===== config.mk =====
export PLATFORM = sky130hd
export DESIGN_NAME = vga_scan_gen_flat
export DESIGN_NICKNAME = d
export VERILOG_FILES = /design/src/rtl/vga_scan_gen_pkg.sv /design/src/rtl/vga_scan_gen_if.sv /design/src/rtl/vga_scan_gen_scan_counter.sv /design/src/rtl/vga_scan_gen.sv /design/src/flat_wrapper.sv
export SDC_FILE = /design/constraint.sdc
export NUM_CORES = 1
export LEC_CHECK = 0
export CAP_MARGIN = 20
export CORE_MARGIN = 2
export CORE_UTILIZATION = 46
export CTS_CLUSTER_DIAMETER = 80
export CTS_CLUSTER_SIZE = 16
export DETAILED_ROUTE_END_ITERATION = 12
export PLACE_DENSITY_LB_ADDON = 0.1
export SYNTH_ARGS = -nofsm -noshare
export SYNTH_HDL_FRONTEND = slang
export SYNTH_SLANG_ARGS = --single-unit

===== constraint.sdc =====
create_clock -name Clk -period 2.27 [get_ports Clk]
set_input_delay 0.454 -clock Clk [delete_from_list [all_inputs] [get_ports Clk]]
set_output_delay 0.454 -clock Clk [all_outputs]
set_load 0.03 [all_outputs]

===== src/rtl/vga_scan_gen_pkg.sv =====
// Shared 640x480@60 timing constants and helpers for the scan generator and color_mapper.
// Optional feature macro used by this block: VGA_FRAME_CNT_EN (adds a 16-bit frame counter).
package vga_pkg;

  localparam int unsigned COORD_W  = 10;
  localparam int unsigned FCNT_W   = 16;

  localparam int unsigned H_ACTIVE = 640;
  localparam int unsigned H_FP     = 16;
  localparam int unsigned H_SYNC   = 96;
  localparam int unsigned H_BP     = 48;
  localparam int unsigned H_TOTAL  = H_ACTIVE + H_FP + H_SYNC + H_BP;

  localparam int unsigned V_ACTIVE = 480;
  localparam int unsigned V_FP     = 10;
  localparam int unsigned V_SYNC   = 2;
  localparam int unsigned V_BP     = 33;
  localparam int unsigned V_TOTAL  = V_ACTIVE + V_FP + V_SYNC + V_BP;

  // Inclusive sync windows and exclusive blank limits, in counter units
  localparam int unsigned H_SYNC_START = H_ACTIVE + H_FP;
  localparam int unsigned H_SYNC_END   = H_SYNC_START + H_SYNC - 1;
  localparam int unsigned V_SYNC_START = V_ACTIVE + V_FP;
  localparam int unsigned V_SYNC_END   = V_SYNC_START + V_SYNC - 1;
  localparam int unsigned H_BLANK_AT   = H_ACTIVE;
  localparam int unsigned V_BLANK_AT   = V_ACTIVE;

  typedef logic [COORD_W-1:0] coord_t;
  typedef logic [FCNT_W-1:0]  frame_cnt_t;

  function automatic logic in_range(input coord_t v, input coord_t lo, input coord_t hi);
    return (v >= lo) && (v <= hi);
  endfunction

endpackage


===== src/rtl/vga_scan_gen_if.sv =====
// Scan-output bundle of vga_scan_gen; frame_cnt exists only with VGA_FRAME_CNT_EN.
interface vga_scan_gen_if;
  import vga_pkg::*;

  logic   pixel_clk;
  logic   hs;
  logic   vs;
  logic   blank;
  coord_t DrawX;
  coord_t DrawY;
  logic   frame_start;
`ifdef VGA_FRAME_CNT_EN
  frame_cnt_t frame_cnt;
`endif

  modport master (
    output pixel_clk, hs, vs, blank, DrawX, DrawY, frame_start
`ifdef VGA_FRAME_CNT_EN
    , output frame_cnt
`endif
  );

  modport slave (
    input pixel_clk, hs, vs, blank, DrawX, DrawY, frame_start
`ifdef VGA_FRAME_CNT_EN
    , input frame_cnt
`endif
  );

endinterface


===== src/rtl/vga_scan_gen_scan_counter.sv =====
// Modulo-N counter with enable; exposes its next value so downstream flags can be registered in step.
module scan_counter #(
  parameter int unsigned N = 800,
  parameter int unsigned W = 10
) (
  input  logic         clk_i,
  input  logic         rst_i,
  input  logic         en_i,
  output logic [W-1:0] cnt_o,
  output logic [W-1:0] cnt_nxt_o,
  output logic         wrap_o
);

  localparam logic [W-1:0] LAST = W'(N - 1);
  localparam logic [W-1:0] ONE  = W'(1);

  logic [W-1:0] cnt_q;
  logic [W-1:0] cnt_d;
  logic         at_last_s;

  // Next count: terminal-count compare only, so the value never leaves 0..N-1
  always_comb begin
    at_last_s = (cnt_q == LAST);
    if (en_i) begin
      if (at_last_s) begin
        cnt_d = '0;
      end else begin
        cnt_d = cnt_q + ONE;
      end
    end else begin
      cnt_d = cnt_q;
    end
  end

  // Count register
  always_ff @(posedge clk_i) begin
    if (rst_i) begin
      cnt_q <= '0;
    end else begin
      cnt_q <= cnt_d;
    end
  end

  assign cnt_o     = cnt_q;
  assign cnt_nxt_o = cnt_d;
  assign wrap_o    = en_i & at_last_s;

endmodule


===== src/rtl/vga_scan_gen.sv =====
// VGA raster scan generator: half-rate pixel strobe, X/Y counters, registered sync/blank/frame_start.
// Define VGA_FRAME_CNT_EN to add the 16-bit frame_cnt output.
module vga_scan_gen
  import vga_pkg::*;
#(
  parameter int unsigned HACT  = H_ACTIVE,
  parameter int unsigned HFP   = H_FP,
  parameter int unsigned HSYNC = H_SYNC,
  parameter int unsigned HBP   = H_BP,
  parameter int unsigned VACT  = V_ACTIVE,
  parameter int unsigned VFP   = V_FP,
  parameter int unsigned VSYNC = V_SYNC,
  parameter int unsigned VBP   = V_BP
) (
  input  logic           Clk,
  input  logic           Reset,
  vga_scan_gen_if.master vga_o
);

  localparam int unsigned HTOT = HACT + HFP + HSYNC + HBP;
  localparam int unsigned VTOT = VACT + VFP + VSYNC + VBP;

  localparam coord_t HS_START = coord_t'(HACT + HFP);
  localparam coord_t HS_END   = coord_t'(HACT + HFP + HSYNC - 1);
  localparam coord_t VS_START = coord_t'(VACT + VFP);
  localparam coord_t VS_END   = coord_t'(VACT + VFP + VSYNC - 1);
  localparam coord_t H_VIS    = coord_t'(HACT);
  localparam coord_t V_VIS    = coord_t'(VACT);

  logic   pclk_q, pclk_d;
  logic   hs_q, hs_d;
  logic   vs_q, vs_d;
  logic   blank_q, blank_d;
  logic   fs_q, fs_d;
  coord_t x_cnt_s, x_nxt_s, y_cnt_s, y_nxt_s;
  logic   x_wrap_s, y_wrap_s;

  scan_counter #(.N(HTOT), .W(COORD_W)) u_x_cnt (
    .clk_i     (Clk),
    .rst_i     (Reset),
    .en_i      (pclk_q),
    .cnt_o     (x_cnt_s),
    .cnt_nxt_o (x_nxt_s),
    .wrap_o    (x_wrap_s)
  );

  scan_counter #(.N(VTOT), .W(COORD_W)) u_y_cnt (
    .clk_i     (Clk),
    .rst_i     (Reset),
    .en_i      (x_wrap_s),
    .cnt_o     (y_cnt_s),
    .cnt_nxt_o (y_nxt_s),
    .wrap_o    (y_wrap_s)
  );

  // Flags derive from next-count values so they register alongside the counters they describe
  always_comb begin
    pclk_d  = ~pclk_q;
    hs_d    = ~in_range(x_nxt_s, HS_START, HS_END);
    vs_d    = ~in_range(y_nxt_s, VS_START, VS_END);
    blank_d = (x_nxt_s < H_VIS) && (y_nxt_s < V_VIS);
    fs_d    = y_wrap_s;
  end

  // Output registers; reset leaves frame_start low so the reset (0,0) is not a frame start
  always_ff @(posedge Clk) begin
    if (Reset) begin
      pclk_q  <= 1'b0;
      hs_q    <= 1'b1;
      vs_q    <= 1'b1;
      blank_q <= 1'b1;
      fs_q    <= 1'b0;
    end else begin
      pclk_q  <= pclk_d;
      hs_q    <= hs_d;
      vs_q    <= vs_d;
      blank_q <= blank_d;
      fs_q    <= fs_d;
    end
  end

  assign vga_o.pixel_clk   = pclk_q;
  assign vga_o.hs          = hs_q;
  assign vga_o.vs          = vs_q;
  assign vga_o.blank       = blank_q;
  assign vga_o.DrawX       = x_cnt_s;
  assign vga_o.DrawY       = y_cnt_s;
  assign vga_o.frame_start = fs_q;

`ifdef VGA_FRAME_CNT_EN
  frame_cnt_t frame_cnt_q, frame_cnt_d;

  // Frame counter steps in the same cycle frame_start rises
  always_comb begin
    if (fs_d) begin
      frame_cnt_d = frame_cnt_q + 16'd1;
    end else begin
      frame_cnt_d = frame_cnt_q;
    end
  end

  // Frame counter register
  always_ff @(posedge Clk) begin
    if (Reset) begin
      frame_cnt_q <= 16'd0;
    end else begin
      frame_cnt_q <= frame_cnt_d;
    end
  end

  assign vga_o.frame_cnt = frame_cnt_q;
`endif

endmodule


===== src/flat_wrapper.sv =====
// flat-port wrapper written by rule: the top's interface ports become plain ports
module vga_scan_gen_flat import vga_pkg::*;
#(
  parameter int unsigned HACT  = H_ACTIVE,
  parameter int unsigned HFP   = H_FP,
  parameter int unsigned HSYNC = H_SYNC,
  parameter int unsigned HBP   = H_BP,
  parameter int unsigned VACT  = V_ACTIVE,
  parameter int unsigned VFP   = V_FP,
  parameter int unsigned VSYNC = V_SYNC,
  parameter int unsigned VBP   = V_BP
)
  (Clk, Reset, vga_o_pixel_clk, vga_o_hs, vga_o_vs, vga_o_blank, vga_o_DrawX, vga_o_DrawY, vga_o_frame_start);
  vga_scan_gen_if vga_o_i ();
  input  logic Clk;
  input  logic Reset;
  output wire logic [$bits(vga_o_i.pixel_clk)-1:0] vga_o_pixel_clk;
  output wire logic [$bits(vga_o_i.hs)-1:0] vga_o_hs;
  output wire logic [$bits(vga_o_i.vs)-1:0] vga_o_vs;
  output wire logic [$bits(vga_o_i.blank)-1:0] vga_o_blank;
  output wire logic [$bits(vga_o_i.DrawX)-1:0] vga_o_DrawX;
  output wire logic [$bits(vga_o_i.DrawY)-1:0] vga_o_DrawY;
  output wire logic [$bits(vga_o_i.frame_start)-1:0] vga_o_frame_start;
  assign vga_o_pixel_clk = vga_o_i.pixel_clk;
  assign vga_o_hs = vga_o_i.hs;
  assign vga_o_vs = vga_o_i.vs;
  assign vga_o_blank = vga_o_i.blank;
  assign vga_o_DrawX = vga_o_i.DrawX;
  assign vga_o_DrawY = vga_o_i.DrawY;
  assign vga_o_frame_start = vga_o_i.frame_start;
  vga_scan_gen #(.HACT(HACT), .HFP(HFP), .HSYNC(HSYNC), .HBP(HBP), .VACT(VACT), .VFP(VFP), .VSYNC(VSYNC), .VBP(VBP)) u_core (.Clk(Clk), .Reset(Reset), .vga_o(vga_o_i));
endmodule

==> results of run 1 <==
## cells by family after synthesis
group	count (synthesis)	share of synthesized area [%]
AO/OA/AOI/OAI	29	11.9
XOR/XNOR	15	9.18
adder cells (fa/ha/maj)	3	2.62
buffers and inverters	17	5.51
flip-flops	25	35.0
multiplexers	1	0.699
AND/OR/NAND/NOR	84	35.1
## registers in the layout, indices dropped and copies added, names as in the netlist
name,flops
u_core.u_x_cnt.cnt_o,10
u_core.u_y_cnt.cnt_o,10
u_core.vga_o.blank,1
u_core.vga_o.frame_start,1
u_core.vga_o.hs,1
u_core.vga_o.pixel_clk,1
u_core.vga_o.vs,1
## final timing paths
check	endpoint	slack (ns)
hold reg to reg	u_core.u_x_cnt.cnt_o[1]$_SDFF_PP0_	0.53
setup reg to reg	u_core.vga_o.vs$_SDFF_PP1_	0.17
setup / recovery	vga_o_DrawY[3]	0.15
hold / removal	u_core.u_x_cnt.cnt_o[1]$_SDFF_PP0_	0.53
## area by class of cell
| class | instances | area, um^2 |
|---|---|---|
| clock buffer | 4 | 26.3 |
| fill | 299 | 1220 |
| inverter | 6 | 22.5 |
| multi-input combinational | 132 | 852 |
| sequential | 25 | 503 |
| tap | 33 | 41.3 |
| timing repair buffer | 36 | 335 |
## power groups by stage
| stage | registers [uW] | logic [uW] | clock network (uW) |
|---|---|---|---|
| 6_report | 449 | 40.8 | 205 |
| 5_1_grt | 450 | 44.5 | 230 |
| 4_1_cts | 449 | 40.8 | 208 |
| 3_5_place_dp | 459 | 40.6 | 0 |
| 3_3_place_gp | 458 | 40.4 | 0 |
| 2_1_floorplan | 465 | 15.1 | 0 |
## through the flow
stage	power [uW]	instance area, um^2	std cells	hold slack, ns
2_1_floorplan	480	1430	174	0.557
3_3_place_gp	498	1750	232	0.497
3_5_place_dp	499	1750	232	0.507
4_1_cts	698	1780	236	0.535
5_1_grt	725	1780	236	0.555
6_report	695	1780	236	0.530
## layer usage
| layer | GRT usage, % | share of wire [%] |
|---|---|---|
| met5 | 0 | 0 |
| met4 | 6.67 | 1.3 |
| met3 | 2.81 | 2.7 |
| met2 | 33.2 | 48 |
| met1 | 26.0 | 48 |
## cells in the final DEF (no fill, tap or decap), types with 2 or more instances in the layout
cell and n:
clkdlybuf4s50_1 26, dfxtp_1 23, nor2_1 18, a21oi_1 13, nand2_1 13, buf_4 10
nand4_1 9, nand3_1 8, nor3_1 8, xnor2_1 8, o21ai_0 7, xor2_1 7
inv_1 6, nand2b_1 3, nor4_1 3, and3_1 3, ha_1 3, clkbuf_4 3
or3_1 2, and2_1 2, o22ai_1 2, dfxtp_2 2
## worst register-to-register path, delay by kind of cell, from the launching register on
kind	cells	cell delay (ns)
flops	1	0.42
fa+ha+maj	1	0.23
compound gates	1	0.26
simple gates	4	1.08
==> impl_metrics.yaml, run 1 <==
yosys:
  synth_top_area_share_pct: 35.0
  synth_fp_nets: 179
  yosysMostFrequentCell: "dfxtp_1"
  synth.top_cells.by_count: "25 x dfxtp_1, 18 x nor2_1, 13 x a21oi_1, 13 x nand2_1, 9 x nand4_1"
  synth_flop_cell: "dfxtp_1"
  synthesis.area_mm2: 0.00143
  ys_top_cells_by_area: "dfxtp_1 35%, xnor2_1 4.9%, nor2_1 4.7%"
  seq_area_frac_synth_pct: 35.0
  syn_inst: 174
  synthArstFlopShare_pct: 0
  synth_area_leader_cell: "dfxtp_1"
  synth.distinct_cells: 45
  ys_ff_latch: 25
  synth_warnings: 0
  synth-edff-count: 0
  avgSynthCellArea_um2: 8.23
route:
  wl_per_cell_um: 13.6
  ant_nets: 0
  first_iter_violations: 55
  remaining_drc_errors: 0
  via_per_inst: 5.67
  vias: 1338
  first_pass_iters: 4
  wl_um: 3220
setup_path:
  rr_worst_depth: 6
  cp_num_buf_inv: 1
  worstPathArrival_ns: 1.67
  critPathLaunchType: "register"
  cp-end-kind: "primary output"
  critical-path-top-delay-family: "buffers and inverters"
  max_stage_delay_ns: 0.75
  r2r-start: "u_core.u_x_cnt.cnt_o[0]$_SDFF_PP0_"
  path_max_fanout: 12
  cp.depth: 1
  startpoint: "u_core.u_y_cnt.cnt_o[3]$_SDFF_PP0_"
  criticalPathCategory: "reg2out"
  critical_path.cell_chain: "clkdlybuf4s50_1"
  critical_path.slowest_cell: "clkdlybuf4s50_1"
  crit_required_ns: 1.82
grt:
  antenna_found_initial: 0
  gr-total-overflow: 0
  grt_pass1_wl_um: 5400
  grtUsageTotal_pct: 19.8
  grt_pass1_vias: 1167
  grt_max_degree: 14
sta:
  grt_setup_unrepaired: "no"
  timing.fmax_mhz: 471
  slew_headroom_pct: 70.9
  fin_tns_setup_ns: 0
  tightest_slew_ns: 0.434
  finalCritPeriodShare_pct: 93.6
  finalCriticalPeriod_ns: 2.12
  final.setup.worst_slack_ns: 0.146
  setup_viol_count_final: 0
  hold_viol: 0
  finalClockSkew_ns: 0.00349
  drv_slew: 0
layout:
  drive_gt1_share_pct: 11.3
  area_growth_pct: 24.4
  final_util_pct: 59.3
  n_antenna_cell: 0
  fin_nets: 209
floorplan:
  die-height_um: 59.8
  core-area_mm2: 0.00300
  rows: 20
  dieArea_mm2: 0.00357
  initial_core_util_pct: 47.7
  ioPinCount: 27
  die_x_um: 59.8
cts:
  clk_latency_ns: 0.32
  cts_buffers: 3
  post_cts_resized: 0
  cts_root_buf: "clkbuf_4"
  cts_tree: "done"
  clk_pin_slew_worst_paths_ns: 0.14
  cts_max_path_buffers: 2
  cts_setup_buffers: 0
  cts_sinks: 25
  cts_hold_buf: 0
  htreeDepth: 1
power_and_ir_drop:
  power.density_mw_per_mm2: 390
  seqPwrFrac_pct: 64.6
  p_leak_uw: 0.000611
  swShare_pct: 23.9
  power_switching_uw: 166
  irDropWorstVdd_mv: 0.197
  pwr-share-comb_pct: 5.9
  clkPwrFrac_pct: 29.5
  p_int_uw: 528
run:
  cap_violations: 0
placed_design:
  gp_routability_congestion: 0.801
  place_ws_ns: 0.182
  numPortBuffers: 26
  dp_hpwl_um: 2500
worst_hold_path:
  hold_class: "reg2reg"
  hp-start: "u_core.u_x_cnt.cnt_o[1]$_SDFF_PP0_"
  holdPathStages: 2
run_status:
  outcome: "finished, final reports clean"
Power figures use the tool's default switching activity.
==> run 2: changes to the inputs <==
--- a/config.mk
+++ b/config.mk
@@ -8,10 +8,11 @@
 export CAP_MARGIN = 20
 export CORE_MARGIN = 2
 export CORE_UTILIZATION = 46
-export CTS_CLUSTER_DIAMETER = 80
+export CTS_CLUSTER_DIAMETER = 150
 export CTS_CLUSTER_SIZE = 16
 export DETAILED_ROUTE_END_ITERATION = 12
 export PLACE_DENSITY_LB_ADDON = 0.1
 export SYNTH_ARGS = -nofsm -noshare
 export SYNTH_HDL_FRONTEND = slang
 export SYNTH_SLANG_ARGS = --single-unit
+export TNS_END_PERCENT = 1
==> results of run 2 <==
Final layout, timing and power as in run 1 (identical DEF).
==> run 3: changes to the inputs <==
--- a/config.mk
+++ b/config.mk
@@ -7,12 +7,12 @@
 export LEC_CHECK = 0
 export CAP_MARGIN = 20
 export CORE_MARGIN = 2
-export CORE_UTILIZATION = 46
-export CTS_CLUSTER_DIAMETER = 150
+export CORE_UTILIZATION = 45
 export CTS_CLUSTER_SIZE = 16
 export DETAILED_ROUTE_END_ITERATION = 12
 export PLACE_DENSITY_LB_ADDON = 0.1
 export SYNTH_ARGS = -nofsm -noshare
 export SYNTH_HDL_FRONTEND = slang
+export SYNTH_HIERARCHICAL = 1
 export SYNTH_SLANG_ARGS = --single-unit
 export TNS_END_PERCENT = 1
==> impl_metrics.yaml, run 3 <==
route:
  first_pass_iters: 4
  remaining_drc_errors: 0
  ant_nets: 0
  wl_um: 3250
  vias: 1202
  via_per_inst: 5.49
  first_iter_violations: 21
  wl_per_cell_um: 14.8
power_and_ir_drop:
  fin_total_pwr_uw: 712
  seqPwrFrac_pct: 63.3
  power_switching_uw: 180
  clkPwrFrac_pct: 29.8
  swShare_pct: 25.3
  pwr-share-comb_pct: 6.9
  p_leak_uw: 0.000686
  power.density_mw_per_mm2: 396
  p_int_uw: 532
  irDropWorstVdd_mv: 0.315
cts:
  cts_max_path_buffers: 2
  cts_tree: "done"
  htreeDepth: 1
  cts_sinks: 25
  cts_buffers: 3
  clk_pin_slew_worst_paths_ns: 0.15
  cts_root_buf: "clkbuf_4"
  clk_latency_ns: 0.32
floorplan:
  die-height_um: 57.5
  core-area_mm2: 0.00273
  dieArea_mm2: 0.00331
  rows: 19
  die_x_um: 57.5
  initial_core_util_pct: 47.1
  ioPinCount: 27
layout:
  fillCellCount: 231
  final_cell_mix: "26 x clkdlybuf4s50_1, 19 x buf_4, 18 x dfxtp_1"
  final_common_cell: "clkdlybuf4s50_1"
  drive_gt1_share_pct: 26.6
  fin_cells: 219
  area_growth_pct: 39.7
  fin_area_mm2: 0.00180
  fin_nets: 194
  final_util_pct: 65.8
  n_antenna_cell: 0
placed_design:
  dp_hpwl_um: 2350
  place_inst: 209
  gp_routability_congestion: 0.870
  numPortBuffers: 26
  placed_area_mm2: 0.00168
sta:
  tightest_slew_ns: 0.362
  slew_headroom_pct: 75.5
  drv_slew: 0
  finalCriticalPeriod_ns: 2.34
  holdWs_ns: 0.489
  final.setup.worst_slack_ns: -0.0706
  grt_setup_unrepaired: "yes"
  finalCritPeriodShare_pct: 103
  hold_viol: 0
  finalClockSkew_ns: 0.00969
  timing.fmax_mhz: 427
  setup_viol_count_final: 2
grt:
  grt_pass1_vias: 1130
  grtUsageTotal_pct: 20.6
  gr-total-overflow: 0
  grt_pass1_wl_um: 5280
  grt_max_degree: 16
  antenna_found_initial: 0
worst_hold_path:
  hold_class: "reg2reg"
  worstHoldEndpoint: "u_core/vga_o.pixel_clk$_SDFF_PP0_"
  holdPathStages: 1
  hp-start: "u_core/vga_o.pixel_clk$_SDFF_PP0_"
setup_path:
  rr_worst_depth: 8
  critical_path.slowest_cell: "or4b_4"
  critPathLaunchType: "register"
  path_max_fanout: 4
  critical_path.cell_chain: "or4b_4 > nor3_4 > buf_6 > nand4_1 > nor2_1 > xnor2_1 > nand4_1 > a31o_2"
  cpMostUsedCell: "nand4_1"
  critical-path-top-delay-family: "simple AND/OR/NAND/NOR gates"
  crit_required_ns: 2.51
  r2r-start: "u_core/u_x_cnt/cnt_o[6]$_SDFF_PP0_"
  worstPathArrival_ns: 2.58
  max_stage_delay_ns: 0.55
  cp_num_buf_inv: 1
  cp-end-kind: "register"
  r2r_end: "u_core/vga_o.blank$_SDFF_PP1_"
  criticalPathCategory: "reg2reg"
  regToRegSetupSlack_ns: -0.07
yosys:
  synth_fp_nets: 146
  avgSynthCellArea_um2: 9.13
  synthesis.area_mm2: 0.00129
  synth_warnings: 6
  syn_inst: 141
run_status:
  failed_checks: "negative setup slack"
  outcome: "finished, violations left"
run:
  cap_violations: 0
## run 3: cell types whose count changed in the layout (fill, tap and decap cells not counted), sizes merged, moves of 3 or more
| cell | previous run | this run |
|---|---|---|
| o21ai | 8 | 4 |
| nand2b | 3 | 0 |
| nor2 | 18 | 9 |
| buf | 10 | 21 |
| nor2b | 0 | 5 |
| a21oi | 13 | 5 |
## run 3: stage by stage
stage | setup WS, ns | TNS, ns
after floorplan | -0.114 | -0.144
after detailed placement | -0.0888 | -0.0888
after global placement | 0.0433 | 0
after global routing | -0.128 | -0.250
after CTS | -0.0173 | -0.0173
final | -0.0706 | -0.0885
## run 3: power groups by stage
| stage | sequential [uW] | clock [uW] | combinational [uW] |
|---|---|---|---|
| CTS | 452 | 222 | 48.9 |
| floorplan | 469 | 0 | 18.5 |
| global placement | 461 | 0 | 47.6 |
| detailed placement | 461 | 0 | 48.6 |
| global route | 453 | 232 | 54.0 |
| finish | 451 | 212 | 49.1 |
## run 3: worst max path at each step
stage          cells past startpoint                          startpoint                             to  slack (ns)
2_1_floorplan                      9  u_core/u_x_cnt/cnt_o[6]$_SDFF_PP0_     u_core/vga_o.vs$_SDFF_PP1_       -0.11
3_3_place_gp                       7  u_core/u_x_cnt/cnt_o[6]$_SDFF_PP0_  u_core/vga_o.blank$_SDFF_PP1_        0.04
3_5_place_dp                       8  u_core/u_x_cnt/cnt_o[6]$_SDFF_PP0_     u_core/vga_o.vs$_SDFF_PP1_       -0.09
4_1_cts                            8  u_core/u_x_cnt/cnt_o[6]$_SDFF_PP0_     u_core/vga_o.vs$_SDFF_PP1_       -0.02
5_1_grt                            8  u_core/u_x_cnt/cnt_o[6]$_SDFF_PP0_  u_core/vga_o.blank$_SDFF_PP1_       -0.13
6_report                           8  u_core/u_x_cnt/cnt_o[6]$_SDFF_PP0_  u_core/vga_o.blank$_SDFF_PP1_       -0.07
## run 3: what timing repair did
| item | CTS | global route |
|---|---|---|
| setup endpoints to repair | 2 | 2 |
| resized for setup | 0 | 7 |
| hold buffers | 0 | 0 |
| pin swaps | 5 | 9 |
| setup buffers | 2 | 4 |
## run 3: worst reg2reg max path, stage by stage (launching register included)
cell     delay [ns]
dfxtp_2        0.35
or4b_4         0.55
nor3_4         0.25
buf_6          0.14
nand4_1        0.18
nor2_1         0.18
xnor2_1        0.22
nand4_1        0.18
a31o_2         0.23
## run 3: layout make-up
cell class	instances	area [um^2]	share of cell area, %
flip-flops and latches	25	512	28.4
inverters	7	26.3	1.46
well taps	31	38.8	2.16
multi-input cells	105	767	42.6
clock buffers	3	22.5	1.25
clock inverters	1	7.51	0.417
repair buffers	47	425	23.6
## run 3: per-layer routing
layer | track usage [%] | wire (um) | up-vias
li1 | - | - | 604
met1 | 29.9 | 1580 | 578
met2 | 31.0 | 1560 | 18
met3 | 3.17 | 88 | 2
met4 | 6.98 | 23 | 0
met5 | 0 | 0 | -
